[src/rtl/stack_seq.sv]
// stack_seq: PUSH/POP sequencer for the 16-bit CPU.
// Owns the stack pointer and fill count, drives the data RAM, flags
// overflow/underflow/protocol errors and returns popped words with a done pulse.
module stack_seq #(
  parameter int                DATA_W    = 16,
  parameter int                ADDR_W    = 16,
  parameter logic [ADDR_W-1:0] STACK_TOP = 16'h00FF,
  parameter int                DEPTH     = 64,
  parameter int                RD_LAT    = 1
) (
  input  logic              clk,
  input  logic              reset,
  input  logic              start_push,
  input  logic              start_pop,
  input  logic              flush,
  input  logic              clr_err,
  input  logic [DATA_W-1:0] din,
  input  logic [DATA_W-1:0] ram_rdata,
  output logic [ADDR_W-1:0] ram_addr,
  output logic [DATA_W-1:0] ram_wdata,
  output logic              ram_we,
  output logic              ram_re,
  output logic [DATA_W-1:0] pop_data,
  output logic [ADDR_W-1:0] sp,
  output logic              busy,
  output logic              done,
  output logic              err,
  output logic              overflow,
  output logic              underflow,
  output logic              proto_err
);

  localparam int CW = $clog2(DEPTH + 1);
  localparam int LW = (RD_LAT > 1) ? $clog2(RD_LAT) : 1;
  localparam logic [CW-1:0] DEPTH_C = CW'(DEPTH);

  typedef enum logic [2:0] {
    S_IDLE, S_PUSH_WR, S_POP_RD, S_POP_WAIT, S_DONE, S_ERR
  } state_t;

  state_t        state, state_nx;
  logic [CW-1:0] count;
  logic [LW-1:0] lat_cnt;
  logic          lat_last;
  logic          set_ovf, set_udf, set_proto, do_flush;

  assign lat_last = (lat_cnt == LW'(RD_LAT - 1));
  assign busy     = (state != S_IDLE);

  // Next-state decode and one-cycle event strobes.
  always_comb begin
    // NOTE: every signal driven here gets a default first so no path infers a latch.
    state_nx  = state;
    set_ovf   = 1'b0;
    set_udf   = 1'b0;
    set_proto = 1'b0;
    do_flush  = 1'b0;
    case (state)
      S_IDLE: begin
        if (start_push && start_pop) begin
          set_proto = 1'b1;
          state_nx  = S_ERR;
        end else if (start_push) begin
          if (count < DEPTH_C) state_nx = S_PUSH_WR;
          else begin
            set_ovf  = 1'b1;
            state_nx = S_ERR;
          end
        end else if (start_pop) begin
          if (count != '0) state_nx = S_POP_RD;
          else begin
            set_udf  = 1'b1;
            state_nx = S_ERR;
          end
        end else if (flush) begin
          do_flush = 1'b1;
        end
      end
      S_PUSH_WR:  state_nx = S_DONE;
      S_POP_RD:   state_nx = S_POP_WAIT;
      S_POP_WAIT: if (lat_last) state_nx = S_DONE;
      S_DONE:     state_nx = S_IDLE;
      S_ERR:      state_nx = S_IDLE;
      default:    state_nx = S_IDLE;
    endcase
  end

  // State register.
  always_ff @(posedge clk or posedge reset) begin
    // NOTE: sequential state uses non-blocking assignments so all flops update together.
    if (reset) state <= S_IDLE;
    else       state <= state_nx;
  end

  // Stack pointer and fill count; moved only by a completed RAM access or a flush.
  always_ff @(posedge clk or posedge reset) begin
    if (reset) begin
      sp    <= STACK_TOP;
      count <= '0;
    end else if (do_flush) begin
      sp    <= STACK_TOP;
      count <= '0;
    end else if (state == S_PUSH_WR) begin
      sp    <= sp - ADDR_W'(1);
      count <= count + CW'(1);
    end else if (state == S_POP_RD) begin
      sp    <= sp + ADDR_W'(1);
      count <= count - CW'(1);
    end
  end

  // Read-latency counter for POP_WAIT.
  always_ff @(posedge clk or posedge reset) begin
    if (reset)                    lat_cnt <= '0;
    else if (state == S_POP_WAIT) lat_cnt <= lat_cnt + LW'(1);
    else                          lat_cnt <= '0;
  end

  // Data capture: din on the push request, RAM data on the last wait cycle.
  always_ff @(posedge clk or posedge reset) begin
    if (reset) begin
      ram_wdata <= '0;
      pop_data  <= '0;
    end else begin
      if (state == S_IDLE && start_push)  ram_wdata <= din;
      if (state == S_POP_WAIT && lat_last) pop_data <= ram_rdata;
    end
  end

  // Registered RAM strobes, address and completion pulse, decoded from next state.
  always_ff @(posedge clk or posedge reset) begin
    if (reset) begin
      ram_we   <= 1'b0;
      ram_re   <= 1'b0;
      ram_addr <= '0;
      done     <= 1'b0;
      err      <= 1'b0;
    end else begin
      ram_we   <= (state_nx == S_PUSH_WR);
      ram_re   <= (state_nx == S_POP_RD);
      if (state_nx == S_PUSH_WR)     ram_addr <= sp;
      else if (state_nx == S_POP_RD) ram_addr <= sp + ADDR_W'(1);
      else                           ram_addr <= '0;
      done     <= (state_nx == S_DONE) || (state_nx == S_ERR);
      err      <= (state_nx == S_ERR);
    end
  end

  // Sticky error flags; a set in the same cycle as clr_err wins.
  always_ff @(posedge clk or posedge reset) begin
    if (reset) begin
      overflow  <= 1'b0;
      underflow <= 1'b0;
      proto_err <= 1'b0;
    end else begin
      overflow  <= set_ovf   | (overflow  & ~clr_err);
      underflow <= set_udf   | (underflow & ~clr_err);
      proto_err <= set_proto | (proto_err & ~clr_err);
    end
  end

endmodule

[config.mk]
export PLATFORM = sky130hd
export DESIGN_NAME = stack_seq
export DESIGN_NICKNAME = d
export VERILOG_FILES = /design/src/rtl/stack_seq.sv
export SDC_FILE = /design/constraint.sdc
export NUM_CORES = 1
export LEC_CHECK = 0
export ABC_AREA = 1
export ABC_CLOCK_PERIOD_IN_PS = 2640
export BUFFER_PORTS_ARGS = -buffer_cell sky130_fd_sc_hd__buf_4
export CORE_ASPECT_RATIO = 1.1
export CORE_MARGIN = 3
export CORE_UTILIZATION = 48
export CTS_CLUSTER_SIZE = 12
export DETAILED_ROUTE_END_ITERATION = 8
export PLACE_DENSITY = 0.76
export SYNTH_ARGS = -nofsm -noshare
export SYNTH_HDL_FRONTEND = slang
export SYNTH_SLANG_ARGS = --single-unit
[constraint.sdc]
create_clock -name clk -period 2.64 [get_ports clk]
set_input_delay 0.396 -clock clk [delete_from_list [all_inputs] [get_ports clk]]
set_output_delay 0.396 -clock clk [all_outputs]
set_load 0.01 [all_outputs]
==> key figures <==
Route
  • Initial DRT Pass Iterations: 5
  • Vias: roughly 4000
  • WL/cell: 15.0 um
  • WL final: 11500 um
  • DR iter-0 viols: 299
  • Antenna-violating nets left: 0
  • Residual DRC: 0
  • Via density: 5.25

STA
  • Max Clk Rate: ~0.47 GHz
  • Final worst slack: 0.532 ns
  • Final Max Tran Viols: 0
  • RSZ-0062 raised after global routing: false
  • Tightest Pin Transition: 0.694 ns
  • Clk_skew: 0.0145 ns
  • Final hold violations: 0
  • Tmin final: around 2.1 ns
  • Slew HR: 53.7%
  • Number of setup violations in the final report: 0
  • Setup TNS: 0 ns
  • Final worst path period share: around 80%

Layout
  • # fillers: 773
  • Most common cell after layout, fill and taps aside: nand2_1
  • Synth-to-Final Area Change: 24.4%
  • NumNets Final: 694
  • Area occupied by registers: just over 2000 um^2
  • Antenna cells: 0
  • Layout cells sized above 1: between 20% and 30%
  • Area occupied by multi-input gates: 1980 um^2
  • Commonest cells after routing, fill and taps aside: nand2_1 (183), buf_4 (112), dfrtp_1 (74)

Clocking
  • H-Tree Depth: 3
  • Clk Latency, worst-skew pair: 0.36 ns
  • Sink Count: between 80 and 90
  • Num CTS Buffers: 9
  • Cts repair resizes: 0
  • Hold buffers post-CTS: 0
  • Post-CTS Setup Inserts: 0
  • Clk slew on worst S/H paths: approximately 0.090 ns
  • Root Buffer: clkbuf_8
  • CTS tree: yes
  • Clock Tree Buf Depth: 2

GRT
  • GR Overflow Total: 0
  • Gr usage total: 22.9%
  • Initial antenna violation count: 0
  • Global-route wire length before repair: 18900 um
  • Vias in the first global route: ~3900
  • Pin count of the biggest net entering global routing: 44

Job
  • Max Cap Violations: 0

Power
  • PD cells: around 1200 nW/um^2
  • Pleak: 2.83 nW
  • Peak supply drop: 0.000713 V
  • Pwr Total: 6.72 mW

Worst setup path
  • Critical-path maximum fanout: 13
  • Crit Path Class: reg2reg
  • Worst setup SP type: flop
  • Crit path arrival time: roughly 2.3 ns
  • Crit. End Element: flop
  • WP data required: roughly 2.9 ns

Yosys
  • Yosys Warn Count: 0
  • Syn Inst Count: approximately 540
  • Synthesized net count: 587
  • Synth area leaders: dfrtp_1 (42%), nand2_1 (16%), nand3_1 (5.5%)
  • Dominant cell type by area after synthesis: dfrtp_1
  • Yosys reg bits: 82
  • Cell Area, Synth: 4360 um^2
  • Top cell type's share of synthesized area: between 40% and 50%
  • Mean Syn Cell Area: 8.06 um^2
  • Sequential cell area fraction in the yosys report: 47.3%
  • Library cells used by synthesis: 37

Floorplanning
  • Die Y: approximately 110 um
  • Die ar.: 10300 um^2
  • Initial Util: 50.5%
  • CORE AREA: about 8600 um^2
  • IO Pins: 110
  • Die Span X: 96.9 um
  • Row cnt: 35

Run status
  • Run status: completed

Placed design
  • Pre-CTS setup slack: just under 0.6 ns
  • HPWL after detailed placement: around 8500 um
  • Port-buffer cells: 109
  • Global placer's final weighted congestion: 0.941

Hold path
  • Hold Crit Class: in2async
==> worst max-delay path, cell delays in order, from the launching register on <==
cell and delay [ns]:
dfrtp_1 0.42, inv_1 0.14, nand3_2 0.33, ha_1 0.51
nand2_1 0.10, inv_1 0.07, nand4_1 0.07, o211ai_1 0.13
nand2_1 0.08, nand2_1 0.06, o22ai_1 0.06
==> logic make-up after synthesis <==
logic type               after synthesis  share of synthesized area [%]
AND/OR/NAND/NOR                      310                           30.8
flip-flops                            82                           47.3
AO/OA/AOI/OAI                         44                           6.00
XOR/XNOR                              10                           2.01
multiplexers                          16                           4.13
buffers and inverters                 71                           7.26
adder cells (fa/ha/maj)                8                           2.47
==> sequential cells by signal, indices dropped and copies added, names as in the netlist, 3 cells and up <==
register and cells:
pop_data 16, ram_addr 16, ram_wdata 16, sp 16, count 7, state 3
==> metal layers <==
metal  track usage (%)  wire length, um  up-vias
met5                 0                0        -
met4              8.83              275        0
met3              4.86              818       21
met2              38.7             5640      154
met1              28.7             4760     1875
li1                  -                -     1964
==> through the flow <==
stage                     cells  hold slack [ns]  utilization [%]  instance area, um^2
after floorplan             541            0.495                -                 4360
final                       764            0.117             62.9                 5420
after CTS                   764            0.134             62.9                 5420
after global routing        764            0.153             62.9                 5420
after global placement      748            0.456             60.8                 5250
after detailed placement    748            0.461             60.8                 5250
==> cells in the mapped netlist <==
master	n
clkbuf_2	1
a21oi_1	7
or2_0	1
ha_1	7
clkbuf_1	1
nor2_2	3
a21oi_4	1
nor2_1	42
nor2_4	2
inv_4	1
nand2_2	3
buf_2	7
nand3_2	2
nor3_1	1
xor2_1	7
nand4_1	21
nand3_1	48
a22oi_1	1
fa_1	1
dfrtp_1	74
o21ai_1	2
buf_6	2
buf_4	6
nand2_1	183
mux2_2	16
o21ai_0	19
nand2_4	1
or2_2	1
dfstp_2	8
and2_1	1
xnor2_1	3
o211ai_1	6
inv_1	48
o22ai_1	7
inv_2	5
nand4_2	1
a21oi_2	1
==> path summary, 6_finish.rpt <==
kind	from	slack [ns]	end	cells after the start
setup / recovery	state[1]	0.53	count[5]	10
hold / removal	reset	0.12	ram_wdata[13]	2
setup reg to reg	state[1]	0.53	count[5]	10
hold reg to reg	pop_data[10]	0.48	pop_data[10]	2
max in group asynchronous	reset	1.79	sp[7]	3
min in group clk	ram_rdata[0]	0.23	pop_data[0]	3
==> cell type report <==
cell class	instances	share of cell area, %
repair buffers	113	15.9
inverters	54	3.81
clock buffers	10	2.35
flip-flops and latches	82	38.0
clock inverters	6	0.854
multi-input cells	388	36.5
well taps	111	2.56
==> power breakdown <==
part	switching (mW)	total, mW	internal (mW)	leakage, nW
clock	0.480	0.830	0.350	0.0837
sequential	0.446	2.28	1.83	1.02
combinational	2.10	3.61	1.51	1.73
total	3.03	6.72	3.69	2.83
Note: power is estimated with default switching activity, not from simulation.
